`config.mk`:
```
export PLATFORM = sky130hd
export DESIGN_NAME = jtag_bscan_tap_flat
export DESIGN_NICKNAME = d
export VERILOG_FILES = /design/src/rtl/jtag_bscan_tap_if.sv /design/src/rtl/jtag_bscan_tap.sv /design/src/flat_wrapper.sv
export SDC_FILE = /design/constraint.sdc
export NUM_CORES = 1
export LEC_CHECK = 0
export BUFFER_PORTS_ARGS = -buffer_cell sky130_fd_sc_hd__buf_4
export CELL_PAD_IN_SITES_DETAIL_PLACEMENT = 1
export CELL_PAD_IN_SITES_GLOBAL_PLACEMENT = 2
export CORE_ASPECT_RATIO = 1.25
export CORE_MARGIN = 2
export CORE_UTILIZATION = 41
export DETAILED_ROUTE_END_ITERATION = 6
export MAX_ROUTING_LAYER = met4
export PLACE_DENSITY_LB_ADDON = 0.15
export SLEW_MARGIN = 15
export SYNTH_ARGS = -nofsm -noshare
export SYNTH_HDL_FRONTEND = slang
export SYNTH_SLANG_ARGS = --single-unit
```
`constraint.sdc`:
```
create_clock -name clk -period 4.75 [get_ports clk]
set_input_delay 0.2375 -clock clk [delete_from_list [all_inputs] [get_ports clk]]
set_output_delay 0.2375 -clock clk [all_outputs]
set_load 0.02 [all_outputs]
```
`src/rtl/jtag_bscan_tap_if.sv`:
```
// JTAG pins plus boundary-scan pad/core signals of jtag_bscan_tap, grouped for
// the DUT (slave) and the driving side (master).
interface jtag_bscan_tap_if #(
    parameter int IN_W  = 11,
    parameter int OUT_W = 11
);
    logic             tck;
    logic             tms;
    logic             tdi;
    logic             tdo;
    logic             tdo_en;
    logic [IN_W-1:0]  pin_in;
    logic [IN_W-1:0]  core_in;
    logic [OUT_W-1:0] core_out;
    logic [OUT_W-1:0] pin_out;

    // No valid/ready pair: tms/tdi are qualified by tck rising edges, tdo moves on
    // tck falling edges, and the pad/core buses are level signals with no handshake.
    modport slave (
        input  tck, tms, tdi, pin_in, core_out,
        output tdo, tdo_en, core_in, pin_out
    );

    modport master (
        output tck, tms, tdi, pin_in, core_out,
        input  tdo, tdo_en, core_in, pin_out
    );
endinterface

```
`src/rtl/jtag_bscan_tap.sv`:
```
// IEEE 1149.1 TAP with boundary-scan register, oversampled on clk.
// Optional IDCODE register enabled by defining JTAG_IDCODE_EN.
module jtag_bscan_tap #(
    parameter int          IN_W       = 11,
    parameter int          OUT_W      = 11,
    parameter int          IR_W       = 3,
    parameter logic [31:0] IDCODE_VAL = 32'h1000_0001
) (
    input  logic            clk,
    input  logic            reset,
    jtag_bscan_tap_if.slave bus,
    output logic [3:0]      tap_state
);
    localparam int BSR_W = IN_W + OUT_W;

    localparam logic [IR_W-1:0] OP_EXTEST  = '0;
    localparam logic [IR_W-1:0] OP_SAMPLE  = IR_W'(1);
    localparam logic [IR_W-1:0] OP_BYPASS  = '1;
    localparam logic [IR_W-1:0] IR_CAPTURE = IR_W'(1);
`ifdef JTAG_IDCODE_EN
    localparam logic [IR_W-1:0] OP_IDCODE  = IR_W'(2);
    localparam logic [IR_W-1:0] DEFAULT_IR = OP_IDCODE;
`else
    localparam logic [IR_W-1:0] DEFAULT_IR = OP_BYPASS;
`endif

    if (IR_W < 2) begin : g_bad_ir_w
        $error("IR_W must be at least 2");
    end
    if (IDCODE_VAL[0] != 1'b1) begin : g_bad_idcode
        $error("IDCODE_VAL bit 0 must be 1");
    end

    // Common 1149.1 state encoding, visible on tap_state for debug.
    typedef enum logic [3:0] {
        EXIT2_DR = 4'h0, EXIT1_DR = 4'h1, SHIFT_DR = 4'h2, PAUSE_DR = 4'h3,
        SEL_IR   = 4'h4, UPD_DR   = 4'h5, CAP_DR   = 4'h6, SEL_DR   = 4'h7,
        EXIT2_IR = 4'h8, EXIT1_IR = 4'h9, SHIFT_IR = 4'hA, PAUSE_IR = 4'hB,
        RTI      = 4'hC, UPD_IR   = 4'hD, CAP_IR   = 4'hE, TLR      = 4'hF
    } tap_t;

    typedef enum logic [1:0] {I_EXTEST, I_SAMPLE, I_IDCODE, I_BYPASS} instr_t;

    tap_t             state;
    tap_t             state_next;
    instr_t           instr;
    logic [1:0]       tck_sync;
    logic [1:0]       tms_sync;
    logic [1:0]       tdi_sync;
    logic             tck_prev;
    logic             tck_rise;
    logic             tck_fall;
    logic             tms_s;
    logic             tdi_s;
    logic [IR_W-1:0]  ir_shift;
    logic [IR_W-1:0]  ir_active;
    logic [BSR_W-1:0] bsr;
    logic [BSR_W-1:0] bsr_upd;
    logic             bypass_reg;
    logic             dr_lsb;
    logic             tdo_q;
    logic             tdo_en_i;
    logic             bsr_sel;
    logic             extest;
`ifdef JTAG_IDCODE_EN
    logic [31:0]      idcode_reg;
`endif

    always_ff @(posedge clk or posedge reset) begin
        if (reset) begin
            tck_sync <= '0;
            tms_sync <= '0;
            tdi_sync <= '0;
            tck_prev <= 1'b0;
        end else begin
            tck_sync <= {tck_sync[0], bus.tck};
            tms_sync <= {tms_sync[0], bus.tms};
            tdi_sync <= {tdi_sync[0], bus.tdi};
            tck_prev <= tck_sync[1];
        end
    end

    assign tck_rise = tck_sync[1] & ~tck_prev;
    assign tck_fall = ~tck_sync[1] & tck_prev;
    assign tms_s    = tms_sync[1];
    assign tdi_s    = tdi_sync[1];

    always_ff @(posedge clk or posedge reset) begin
        if (reset) state <= TLR;
        else       state <= state_next;
    end

    always_comb begin
        state_next = state;
        if (tck_rise) begin
            case (state)
                TLR:      state_next = tms_s ? TLR      : RTI;
                RTI:      state_next = tms_s ? SEL_DR   : RTI;
                SEL_DR:   state_next = tms_s ? SEL_IR   : CAP_DR;
                CAP_DR:   state_next = tms_s ? EXIT1_DR : SHIFT_DR;
                SHIFT_DR: state_next = tms_s ? EXIT1_DR : SHIFT_DR;
                EXIT1_DR: state_next = tms_s ? UPD_DR   : PAUSE_DR;
                PAUSE_DR: state_next = tms_s ? EXIT2_DR : PAUSE_DR;
                EXIT2_DR: state_next = tms_s ? UPD_DR   : SHIFT_DR;
                UPD_DR:   state_next = tms_s ? SEL_DR   : RTI;
                SEL_IR:   state_next = tms_s ? TLR      : CAP_IR;
                CAP_IR:   state_next = tms_s ? EXIT1_IR : SHIFT_IR;
                SHIFT_IR: state_next = tms_s ? EXIT1_IR : SHIFT_IR;
                EXIT1_IR: state_next = tms_s ? UPD_IR   : PAUSE_IR;
                PAUSE_IR: state_next = tms_s ? EXIT2_IR : PAUSE_IR;
                EXIT2_IR: state_next = tms_s ? UPD_IR   : SHIFT_IR;
                UPD_IR:   state_next = tms_s ? SEL_DR   : RTI;
                default:  state_next = TLR;
            endcase
        end
    end

    // Unlisted opcodes fall through to BYPASS.
    always_comb begin
        instr = I_BYPASS;
        if (ir_active == OP_EXTEST)      instr = I_EXTEST;
        else if (ir_active == OP_SAMPLE) instr = I_SAMPLE;
`ifdef JTAG_IDCODE_EN
        else if (ir_active == OP_IDCODE) instr = I_IDCODE;
`endif
    end

    assign bsr_sel = (instr == I_EXTEST) || (instr == I_SAMPLE);
    assign extest  = (instr == I_EXTEST);

    always_comb begin
        dr_lsb = bypass_reg;
        if (bsr_sel) dr_lsb = bsr[0];
`ifdef JTAG_IDCODE_EN
        else if (instr == I_IDCODE) dr_lsb = idcode_reg[0];
`endif
    end

    always_ff @(posedge clk or posedge reset) begin
        if (reset) begin
            ir_shift   <= '0;
            ir_active  <= DEFAULT_IR;
            bsr        <= '0;
            bsr_upd    <= '0;
            bypass_reg <= 1'b0;
            tdo_q      <= 1'b0;
`ifdef JTAG_IDCODE_EN
            idcode_reg <= '0;
`endif
        end else begin
            if (state == TLR) ir_active <= DEFAULT_IR;
            if (tck_rise) begin
                case (state)
                    CAP_IR:   ir_shift <= IR_CAPTURE;
                    SHIFT_IR: ir_shift <= {tdi_s, ir_shift[IR_W-1:1]};
                    UPD_IR:   ir_active <= ir_shift;
                    CAP_DR: begin
                        if (bsr_sel) bsr <= {bus.core_out, bus.pin_in};
                        bypass_reg <= 1'b0;
`ifdef JTAG_IDCODE_EN
                        if (instr == I_IDCODE) idcode_reg <= IDCODE_VAL;
`endif
                    end
                    SHIFT_DR: begin
                        if (bsr_sel) bsr <= {tdi_s, bsr[BSR_W-1:1]};
`ifdef JTAG_IDCODE_EN
                        else if (instr == I_IDCODE) idcode_reg <= {tdi_s, idcode_reg[31:1]};
`endif
                        else bypass_reg <= tdi_s;
                    end
                    UPD_DR:   if (bsr_sel) bsr_upd <= bsr;
                    default:  ;
                endcase
            end
            if (tck_fall) begin
                case (state)
                    SHIFT_IR: tdo_q <= ir_shift[0];
                    SHIFT_DR: tdo_q <= dr_lsb;
                    default:  tdo_q <= 1'b0;
                endcase
            end
        end
    end

    // tdo_q holds across the tck rise that leaves a shift state, so it is masked.
    assign tdo_en_i    = (state == SHIFT_IR) || (state == SHIFT_DR);
    assign bus.tdo_en  = tdo_en_i;
    assign bus.tdo     = tdo_q & tdo_en_i;
    assign bus.pin_out = extest ? bsr_upd[BSR_W-1:IN_W] : bus.core_out;
    assign bus.core_in = extest ? bsr_upd[IN_W-1:0]     : bus.pin_in;
    assign tap_state   = state;
endmodule

```
`src/flat_wrapper.sv`:
```
// flat-port wrapper written by rule: the top's interface ports become plain ports
module jtag_bscan_tap_flat 
#(
    parameter int          IN_W       = 11,
    parameter int          OUT_W      = 11,
    parameter int          IR_W       = 3,
    parameter logic [31:0] IDCODE_VAL = 32'h1000_0001
)
  (clk, reset, tap_state, bus_tck, bus_tms, bus_tdi, bus_pin_in, bus_core_out, bus_tdo, bus_tdo_en, bus_core_in, bus_pin_out);
  jtag_bscan_tap_if #(.IN_W(IN_W), .OUT_W(OUT_W)) bus_i ();
  input  logic clk;
  input  logic reset;
  output logic [3:0] tap_state;
  input wire logic [$bits(bus_i.tck)-1:0] bus_tck;
  input wire logic [$bits(bus_i.tms)-1:0] bus_tms;
  input wire logic [$bits(bus_i.tdi)-1:0] bus_tdi;
  input wire logic [$bits(bus_i.pin_in)-1:0] bus_pin_in;
  input wire logic [$bits(bus_i.core_out)-1:0] bus_core_out;
  output wire logic [$bits(bus_i.tdo)-1:0] bus_tdo;
  output wire logic [$bits(bus_i.tdo_en)-1:0] bus_tdo_en;
  output wire logic [$bits(bus_i.core_in)-1:0] bus_core_in;
  output wire logic [$bits(bus_i.pin_out)-1:0] bus_pin_out;
  assign bus_i.tck = bus_tck;
  assign bus_i.tms = bus_tms;
  assign bus_i.tdi = bus_tdi;
  assign bus_i.pin_in = bus_pin_in;
  assign bus_i.core_out = bus_core_out;
  assign bus_tdo = bus_i.tdo;
  assign bus_tdo_en = bus_i.tdo_en;
  assign bus_core_in = bus_i.core_in;
  assign bus_pin_out = bus_i.pin_out;
  jtag_bscan_tap #(.IN_W(IN_W), .OUT_W(OUT_W), .IR_W(IR_W), .IDCODE_VAL(IDCODE_VAL)) u_core (.clk(clk), .reset(reset), .bus(bus_i), .tap_state(tap_state));
endmodule
```
==> out/results.tsv, run 1 <==
stage	metric	value	unit
run_status	outcome	finished, final reports clean	
grt	vias in the first global route	2268	
setup_path	critical path buffer and inverter count	0	
finish	Area Growth Syn to Fin	20.99	%
clock_network	clock root buffer master	clkbuf_8	
routing	drt initial violations	77	
routing	average wire per standard cell	17.66	um
die	die area	0.008703	sq mm
setup_path	WP data arrival	2.86	ns
sta	crit share post-route	0.5564	
sta	RSZ-0062 raised after global routing	false	
grt	global-route wire length before repair	11.70	mm
placed_design	routability congestion estimate	0.8021	
synthesis	number of synthesized flops with an enable pin	0	
setup_path	worst path required time	4.97	ns
synthesis	synth unique cells	40	
finish	Final #Nets	322	
flow_run	Max Cap Viol	0	
routing	total length of routed wires	6.974	mm
power_and_ir_drop	combinational power share	0.262	
grt	initial antenna violation count	0	
grt	pin count of the biggest net entering global routing	64	
setup_path	Worst setup SP type	register	
min_path	Hold Path Class	primary input to asynchronous set/reset pin	
sta	Rel. slew slack	0.2300	
synthesis	Primary FF master, synth	dfrtp_1	
routing	Pre-Repair DR Iteration Count	3	
clock_network	Max Root-Sink Buffers	2	
die	Die H	103.8	um
setup_path	Crit path largest cell delay	1.02	ns
placed_design	port bufs	54	
sta	Post-Route Skew	0.01345	ns
setup_path	Slowest cell on crit path	and3_1	
routing	via count	2091	
clock_network	CTS H-tree depth	3	
routing	ANT nets after route	0	
power_and_ir_drop	Int Power	1.356	mW
clock_network	clk sinks	63	
clock_network	Clock transition at path regs	0.07	ns
power_and_ir_drop	clock share of power	0.269	
synthesis	Syn Area/Cell	13.61	sq um
sta	Final setup viols	0	
power_and_ir_drop	Sw Ratio	0.3121	
sta	fmax	378.3	MHz
setup_path	WS Path Type	register to register	
setup_path	crit path cell chain	nor2b_1, and3_1, mux2_2	
power_and_ir_drop	LEAKAGE	1.835	nW
finish	antenna diode count	0	
die	Die Span X	83.84	um
die	Core ar.	0.007747	sq mm
synthesis	Seq/Total Area, Yosys	0.4853	
grt	GR Util All Layers	0.1764	
clock_network	post-CTS sizing	0	
sta	Max Slew Vio Count	0	
synthesis	post-synthesis cell count	240	
synthesis	synthesized area	0.003267	sq mm
sta	crit path time final	2.643	ns
clock_network	CTS tree	done	
clock_network	clock buffer count from CTS	9	
sta	Setup TNS Final	0	ns
synthesis	Synth Net Count	267	
power_and_ir_drop	part of the power in registers	0.469	
setup_path	CP endpoint kind	register	
sta	Fin. Hold Viols	0	
die	io pins	55	
die	row count	36	
die	Initial Util	0.4217	
sta	Slew @ Worst Pin	1.155	ns
synthesis	Yosys reg bits	63	
grt	Congestion Overflow GR	0	
finish	final core occ	0.5102	
placed_design	hpwl dp	4.660	mm
power_and_ir_drop	Sw Pwr	615.1	uW
setup_path	Max FO, Critical Path	22	
routing	routed vias/inst	5.294	
synthesis	ys async rst share	1.000	
finish	share of cells above drive strength 1	0.5400	
setup_path	CP delay by family, top	simple AND/OR/NAND/NOR gates	
routing	DR DRC count	0	
power_and_ir_drop	Pwr Density	498.7	mW/mm^2
power_and_ir_drop	Peak supply drop	257.3	uV
synthesis	Yosys Warn Count	0	
clock_network	clock latency on the worst-skew pair	0.34	ns
-- layout by cell type, fill, tap and decap left out, types with 3 or more instances in the layout --
master / n
inv_1: 3
mux2i_1: 6
mux2_1: 5
o21ai_0: 7
mux2_4: 30
dlygate4sd3_1: 3
nor2b_1: 5
buf_4: 57
dfrtp_1: 56
or3b_2: 3
a31oi_1: 6
mux2_2: 45
clkbuf_8: 11
and3_1: 3
a21oi_1: 11
o22ai_1: 3
dfstp_2: 7
nor2_1: 8
-- path summary, 6_finish.rpt --
kind | startpoint | end | slack (ns) | depth (start not counted)
max | u_core.tap_state[1]$_DFFE_PP1P_ | u_core.bsr[19]$_DFFE_PP0P_ | 2.11 | 3
min | reset | u_core.tdi_sync[0]$_DFF_PP0_ | 0.13 | 3
max reg2reg | u_core.tap_state[1]$_DFFE_PP1P_ | u_core.bsr[19]$_DFFE_PP0P_ | 2.11 | 3
min reg2reg | u_core.tdi_sync[0]$_DFF_PP0_ | u_core.tdi_sync[1]$_DFF_PP0_ | 0.35 | 0
max in group asynchronous | reset | u_core.bsr[19]$_DFFE_PP0P_ | 4.09 | 3
min in group clk | bus_core_out[4] | u_core.bsr[15]$_DFFE_PP0P_ | 0.22 | 3
-- final cells by class --
type	count	area (sq um)
flip-flops and latches	63	1585
clock inverters	3	65.06
multi-input cells	157	1551
well taps	95	118.9
clock buffers	13	158.9
inverters	4	15.01
fillers	815	3795
repair buffers	60	457.9
-- per-layer routing --
layer / track usage / vias to the layer above / wire [um]
met4: 0.07604 / 0 / 108
met2: 0.2789 / 35 / 3581
met1: 0.2202 / 1062 / 3050
li1: - / 985 / -
met3: 0.03506 / 9 / 233
met5: - / - / 0
-- worst reg2reg max path: stages, from the launching register on --
cell and delay [ns]:
dfstp_2 0.62, nor2b_1 0.46, and3_1 1.02, mux2_2 0.43
-- synthesized netlist by cell type (2+ instances only) --
cell      instances  area [sq um]
nor2_1            8         30.03
a31oi_1           6         37.54
and2_1            2         12.51
and3_1            3         18.77
nor2b_1           5         31.28
dfrtp_1          56          1401
nor3_1            2         10.01
nor3b_1           2         15.01
mux2_4           30         450.4
o22ai_1           3         18.77
nand3_1           2         10.01
inv_1             4         15.01
mux2_2           45         506.7
clkbuf_1          3         11.26
mux2_1            5         56.30
o21ai_0           7         35.03
dfstp_2           7         183.9
nand2b_1          2         12.51
or3b_2            3         26.28
buf_6             3         33.78
buf_2             8         40.04
a21oi_1          11         55.05
mux2i_1           6         60.06
-- through the flow --
| stage | area (sq um) | hold WS [ns] | setup slack (ns) | instances | power (mW) |
|---|---|---|---|---|---|
| finish | 3953 | 0.1304 | 2.107 | 395 | 1.971 |
| global route | 3953 | 0.1997 | 1.932 | 395 | 2.097 |
| CTS | 3953 | 0.1445 | 2.077 | 395 | 2.002 |
| detailed placement | 3699 | 0.3364 | 2.078 | 376 | 1.458 |
| global placement | 3699 | 0.3322 | 2.155 | 376 | 1.434 |
| floorplan | 3267 | 0.2689 | 2.714 | 240 | 1.272 |
-- power groups by stage --
stage	registers (mW)	logic, mW	clock network, mW
floorplan	0.854	0.418	0
global placement	0.927	0.506	0
detailed placement	0.937	0.521	0
CTS	0.929	0.525	0.548
global route	0.958	0.568	0.571
finish	0.925	0.516	0.531
-- logic make-up (layout without fill, tap and decap cells) --
kind of cell / count (synthesis) / in the layout / synth area share
multiplexers: 86 / 86 / 0.3286
AO/OA/AOI/OAI: 34 / 34 / 0.06320
buffers and inverters: 20 / 80 / 0.04136
flip-flops: 63 / 63 / 0.4853
AND/OR/NAND/NOR: 37 / 37 / 0.08158
-- timing repair --
| action | in CTS | in global routing |
|---|---|---|
| setup buffers | 0 | 0 |
| endpoints found under the hold margin | 3 | 0 |
| hold buffers | 3 | 0 |
No activity file was read; power rests on OpenSTA's default activity.
==> inputs of run 2 (changes only) <==
--- a/config.mk
+++ b/config.mk
@@ -5,12 +5,13 @@
 export SDC_FILE = /design/constraint.sdc
 export NUM_CORES = 1
 export LEC_CHECK = 0
+export ABC_AREA = 1
 export BUFFER_PORTS_ARGS = -buffer_cell sky130_fd_sc_hd__buf_4
 export CELL_PAD_IN_SITES_DETAIL_PLACEMENT = 1
 export CELL_PAD_IN_SITES_GLOBAL_PLACEMENT = 2
 export CORE_ASPECT_RATIO = 1.25
 export CORE_MARGIN = 2
-export CORE_UTILIZATION = 41
+export CORE_UTILIZATION = 33
 export DETAILED_ROUTE_END_ITERATION = 6
 export MAX_ROUTING_LAYER = met4
 export PLACE_DENSITY_LB_ADDON = 0.15
==> constraint.sdc (replaced) <==
create_clock -name clk -period 2.5 [get_ports clk]
set_input_delay 0.125 -clock clk [delete_from_list [all_inputs] [get_ports clk]]
set_output_delay 0.125 -clock clk [all_outputs]
set_load 0.02 [all_outputs]
==> run 2 against run 1 <==
Cell count up 42%. Count of clock-buffer cells in the layout unchanged. Sequential power up 83%. Final area up 0.51%. Combinational power up 100%. First-iteration DRC count up 22%. Critical endpoint is now bus_pin_out[5].
==> out/results.tsv, run 2 <==
stage	metric	value	unit
flow_run	Max Cap Viol	0	
sta	RSZ-0062 raised after global routing	false	
synthesis	Synth Net Count	402	
routing	drt initial violations	94	
power_and_ir_drop	Peak supply drop	351.2	uV
setup_path	crit path cell chain	nor2_1, nand2_1, buf_4, mux2_2, buf_4	
routing	routed vias/inst	4.615	
clock_network	clock root buffer master	clkbuf_16	
setup_path	Max FO, Critical Path	11	
synthesis	Seq/Total Area, Yosys	0.5088	
sta	Max Slew Vio Count	0	
clock_network	Post-CTS Setup Bufs	0	
synthesis	post-synth top area cell	dfrtp_1	
clock_network	post-CTS sizing	0	
grt	Congestion Overflow GR	0	
setup_path	CP most frequent cell	buf_4	
sta	Slew @ Worst Pin	0.6089	ns
routing	ANT nets after route	0	
power_and_ir_drop	Pwr Density	1025	mW/mm^2
sta	Setup TNS Final	0	ns
die	Initial Util	0.3396	
routing	DR DRC count	0	
grt	initial antenna violation count	0	
finish	final instance area	0.003973	sq mm
die	io pins	55	
synthesis	post-synthesis cell count	375	
sta	crit path time final	1.865	ns
synthesis	Yosys reg bits	63	
routing	average wire per standard cell	13.77	um
grt	GR Util All Layers	0.1679	
synthesis	synthesized area	0.003115	sq mm
finish	share of cells above drive strength 1	0.2626	
placed_design	port bufs	54	
finish	Final #Nets	460	
sta	Final setup viols	0	
synthesis	count leader, synth	nand2_1	
finish	final core occ	0.4330	
setup_path	Slowest cell on crit path	dfstp_2	
finish	commonest cells after routing, fill and taps aside	nand2_1 (137), buf_4 (59), dfrtp_1 (56)	
grt	global-route wire length before repair	13.28	mm
setup_path	Worst setup SP type	register	
die	row count	39	
synthesis	ys async rst share	1.000	
setup_path	RR Endpoint	u_core.bsr[15]$_DFFE_PP0P_	
placed_design	hpwl dp	5.369	mm
placed_design	routability congestion estimate	0.8545	
synthesis	area share of the largest cell type after synthesis	0.4498	
setup_path	R2R setup slack	0.74	ns
routing	via count	2589	
synthesis	Area contributors post-synth	dfrtp_1 (45%), nand2_1 (17%), mux2_2 (8.0%), dfstp_2 (5.9%), o21ai_0 (5.1%)	
clock_network	clock latency on the worst-skew pair	0.32	ns
run_status	outcome	finished, final reports clean	
sta	crit share post-route	0.7461	
setup_path	WS Path Type	register to output port	
setup_path	r2r startpoint	u_core.tck_prev$_DFF_PP0_	
synthesis	synth unique cells	24	
min_path	Hold Path Class	primary input to register	
power_and_ir_drop	LEAKAGE	2.057	nW
routing	total length of routed wires	7.726	mm
setup_path	Crit path largest cell delay	0.54	ns
sta	fmax	536.1	MHz
min_path	HP Start	bus_pin_in[4]	
clock_network	CTS tree	done	
die	Core ar.	0.009174	sq mm
placed_design	DP Area	0.003607	sq mm
clock_network	clk sinks	63	
die	die area	0.01024	sq mm
clock_network	Clock transition at path regs	0.05	ns
grt	vias in the first global route	2740	
routing	Pre-Repair DR Iteration Count	4	
setup_path	Worst setup endpoint	bus_pin_out[5]	
sta	Rel. slew slack	0.5935	
die	Die Span X	90.91	um
sta	Fin. Hold Viols	0	
synthesis	Primary FF master, synth	dfrtp_1	
clock_network	CTS H-tree depth	3	
synthesis	commonest cells in the netlist	nand2_1 (137), dfrtp_1 (56), inv_1 (38)	
clock_network	clock buffer count from CTS	9	
finish	most common cell after layout, fill and taps aside	nand2_1	
finish	Area Growth Syn to Fin	27.51	%
setup_path	CP endpoint kind	output port	
setup_path	worst path required time	2.38	ns
die	Die H	112.6	um
setup_path	Reg2Reg Depth	6	
grt	pin count of the biggest net entering global routing	48	
setup_path	crit path launch	u_core.ir_active[1]$_DFF_PP1_	
synthesis	number of synthesized flops with an enable pin	0	
synthesis	Yosys Warn Count	0	
sta	Post-Route Skew	0.006671	ns
clock_network	Max Root-Sink Buffers	2	
finish	antenna diode count	0	
clock_network	cts hold-fix bufs	4	
setup_path	WP data arrival	1.74	ns
synthesis	Syn Area/Cell	8.308	sq um
==> run 2: power by group <==
group / total, mW / internal, mW / switching [mW]
sequential: 1.69 / 1.43 / 0.253
clock: 1.35 / 0.926 / 0.429
combinational: 1.03 / 0.407 / 0.623
total: 4.07 / 2.77 / 1.31
==> run 2: cells by family after synthesis <==
logic type,after synthesis,share of synthesized area
flops,63,0.5088
simple gates,171,0.2205
mux,22,0.07952
buf+inv,58,0.08956
compound gates,61,0.1016
==> run 2: area by class of cell <==
type                            instances  area [sq um]
Timing Repair Buffer                   64         503.0
Tap cell                              123         153.9
Fill cell                            1141          5201
Sequential cell                        63          1585
Multi-Input combinational cell        254          1251
Clock inverter                          3         65.06
Inverter                               41         153.9
Clock buffer                           13         260.3
==> run 2: critical path: cells and delay by family, from the launching register on <==
family        cells  cell delay [ns]
simple gates      2             0.12
flops             1             0.54
mux               1             0.36
buf+inv           2             0.38
==> run 2: stage by stage <==
step / total power, mW / instances / hold WS, ns / setup slack [ns]
2_1_floorplan: 2.387 / 375 / 0.1564 / 0.8168
3_3_place_gp: 2.712 / 541 / 0.2352 / 0.7311
3_5_place_dp: 2.742 / 541 / 0.2369 / 0.7257
4_1_cts: 4.135 / 561 / 0.1177 / 0.6142
5_1_grt: 4.394 / 561 / 0.1347 / 0.5546
6_report: 4.072 / 561 / 0.1325 / 0.6346
==> run 2: metal layers <==
layer | part of all wire | GRT usage | up-vias
li1 | - | - | 1296
met2 | 0.51 | 0.2726 | 32
met4 | 0.017 | 0.06566 | 0
met3 | 0.021 | 0.02886 | 10
met5 | 0 | - | -
met1 | 0.45 | 0.2099 | 1251
==> run 2: worst min path at each step <==
stage,to,slack [ns],cells past startpoint
6_report,u_core.bsr[4]$_DFFE_PP0P_,0.13,5
5_1_grt,u_core.bsr[7]$_DFFE_PP0P_,0.13,5
4_1_cts,u_core.bsr[4]$_DFFE_PP0P_,0.12,5
3_5_place_dp,u_core.tms_sync[0]$_DFF_PP0_,0.24,1
3_3_place_gp,u_core.tms_sync[0]$_DFF_PP0_,0.24,1
2_1_floorplan,u_core.tck_sync[0]$_DFF_PP0_,0.16,0
==> inputs of run 3 (changes only) <==
==> constraint.sdc (replaced) <==
create_clock -name clk -period 1.95 [get_ports clk]
set_input_delay 0.0975 -clock clk [delete_from_list [all_inputs] [get_ports clk]]
set_output_delay 0.0975 -clock clk [all_outputs]
set_load 0.02 [all_outputs]
==> run 3 against run 2 <==
Count of clock-buffer cells in the layout decreased by 2. Critical path depth unchanged. Total power increased by 25%. Clock skew about the same. Sequential power increased by 30%. Clock power increased by 16%. Sequential share of layout area about the same. Via count increased by 0.50%. Final area about the same. Combinational power increased by 28%. Register-to-register slack got worse by 0.36 ns.
==> out/results.tsv, run 3 (synthesis results as in run 2) <==
stage	metric	value	unit
placed_design	port bufs	54	
finish	most common cell after layout, fill and taps aside	nand2_1	
run_status	outcome	finished, final reports clean	
flow_run	Max Cap Viol	0	
clock_network	Max Root-Sink Buffers	2	
sta	fmax	543.8	MHz
placed_design	hpwl dp	5.375	mm
routing	WL met2	4.072	mm
routing	drt initial violations	95	
setup_path	CP endpoint kind	output port	
die	Die Span X	90.91	um
sta	Max Slew Vio Count	0	
die	Die H	112.6	um
setup_path	Slowest cell on crit path	dfstp_2	
grt	Congestion Overflow GR	0	
setup_path	worst path required time	1.85	ns
setup_path	Crit path largest cell delay	0.54	ns
sta	Fin. Hold Viols	0	
sta	crit share post-route	0.9431	
finish	Final #Nets	462	
sta	Final setup viols	0	
setup_path	critical path buffer and inverter count	2	
grt	global-route wire length before repair	13.41	mm
routing	length of routed wiring on met1	3.576	mm
clock_network	clock root buffer master	clkbuf_16	
power_and_ir_drop	combinational power share	0.260	
sta	Slew @ Worst Pin	0.4378	ns
die	Initial Util	0.3396	
die	die area	0.01024	sq mm
sta	Setup TNS Final	0	ns
power_and_ir_drop	Sw Ratio	0.3392	
power_and_ir_drop	part of the power in registers	0.433	
setup_path	Max FO, Critical Path	22	
power_and_ir_drop	Sw Pwr	1.720	mW
setup_path	WS Path Type	register to output port	
routing	DR DRC count	0	
die	Core ar.	0.009174	sq mm
min_path	Hold Path Class	primary input to register	
clock_network	Clock transition at path regs	0.06	ns
sta	crit path time final	1.839	ns
grt	GR Util All Layers	0.1739	
power_and_ir_drop	clock share of power	0.307	
clock_network	CTS H-tree depth	3	
setup_path	CP delay by family, top	flip-flops	
die	row count	39	
grt	vias in the first global route	2689	
placed_design	routability congestion estimate	0.8818	
routing	routed length on met3	254	um
routing	Pre-Repair DR Iteration Count	4	
grt	initial antenna violation count	0	
finish	antenna diode count	0	
finish	final non-filler cell total	563	
sta	Rel. slew slack	0.7070	
power_and_ir_drop	Int Power	3.352	mW
finish	Area Growth Syn to Fin	27.43	%
clock_network	clk sinks	63	
sta	RSZ-0062 raised after global routing	false	
sta	Post-Route Skew	0.006625	ns
routing	average wire per standard cell	14.27	um
clock_network	Post-CTS Setup Bufs	0	
clock_network	clock latency on the worst-skew pair	0.33	ns
clock_network	clock buffer count from CTS	9	
finish	share of cells above drive strength 1	0.2659	
setup_path	crit path cell chain	nor2_1, nand2_1, buf_12, mux2_2, buf_4	
routing	DR top layer	met4	
die	io pins	55	
grt	pin count of the biggest net entering global routing	64	
placed_design	# placed instances	543	
setup_path	Worst setup SP type	register	
finish	commonest cells after routing, fill and taps aside	nand2_1 (137), buf_4 (59), dfrtp_1 (56)	
setup_path	WP data arrival	1.74	ns
routing	total length of routed wires	8.034	mm
power_and_ir_drop	LEAKAGE	2.064	nW
routing	via count	2602	
power_and_ir_drop	Pwr Density	1278	mW/mm^2
finish	fillers	1177	
routing	ANT nets after route	0	
clock_network	CTS tree	done	
power_and_ir_drop	Peak supply drop	434.3	uV
routing	routed vias/inst	4.622	
run 3: what timing repair did:
item | 4_1_cts | 5_1_grt
hold buffers | 4 | 0
resized for setup | 0 | 0
setup endpoints to repair | 0 | 0
endpoints found under the hold margin | 59 | 0
run 3: per-layer routing:
layer  vias up  GRT usage
met5         -          -
met4         0    0.06970
met3         9    0.03691
met2        32     0.2900
met1      1262     0.2057
li1       1299          -
run 3: final timing paths:
| kind | startpoint | end | slack (ns) | cells past startpoint |
|---|---|---|---|---|
| hold / removal | bus_pin_in[3] | u_core.bsr[3]$_DFFE_PP0P_ | 0.09 | 5 |
| max in group asynchronous | reset | u_core.tap_state[3]$_DFFE_PP1P_ | 1.22 | 4 |
| hold reg to reg | u_core.tdi_sync[0]$_DFF_PP0_ | u_core.tdi_sync[1]$_DFF_PP0_ | 0.35 | 0 |
| min in group asynchronous | reset | u_core.tck_sync[0]$_DFF_PP0_ | 0.38 | 4 |
| setup / recovery | u_core.ir_active[1]$_DFF_PP1_ | bus_core_in[1] | 0.11 | 5 |
| setup reg to reg | u_core.tap_state[1]$_DFFE_PP1P_ | u_core.bsr[0]$_DFFE_PP0P_ | 0.38 | 7 |
run 3: power groups by stage:
stage          clock network (mW)  logic, mW  registers, mW
3_5_place_dp                    0       1.33           2.21
4_1_cts                      1.61       1.34           2.19
2_1_floorplan                   0      0.962           2.10
5_1_grt                      1.65       1.53           2.26
3_3_place_gp                    0       1.29           2.20
6_report                     1.56       1.32           2.20
run 3: worst min-delay path, cell delays in order:
cell     delay, ns
buf_4         0.08
nand2_1       0.04
o21ai_0       0.06
nand2_1       0.05
nand2_1       0.05
run 3: per-stage QoR:
stage               utilization  setup WS, ns  area, sq um  power, mW  hold slack (ns)
CTS                      0.4328       0.08923         3970      5.142          0.08398
global placement         0.3976        0.4119         3647      3.491           0.2071
global route             0.4328       0.04132         3970      5.445           0.1230
finish                   0.4328        0.1110         3970      5.073          0.08777
floorplan                     -        0.2943         3115      3.060           0.1289
detailed placement       0.3976        0.3704         3647      3.537           0.2091
run 3: final cells by class:
type / count / area (sq um) / share of cell area
clock inverters: 5 / 50.05 / 0.01261
multi-input cells: 254 / 1251 / 0.3152
inverters: 41 / 153.9 / 0.03876
flip-flops and latches: 63 / 1585 / 0.3993
repair buffers: 66 / 543.0 / 0.1368
well taps: 123 / 153.9 / 0.03876
clock buffers: 11 / 232.7 / 0.05862
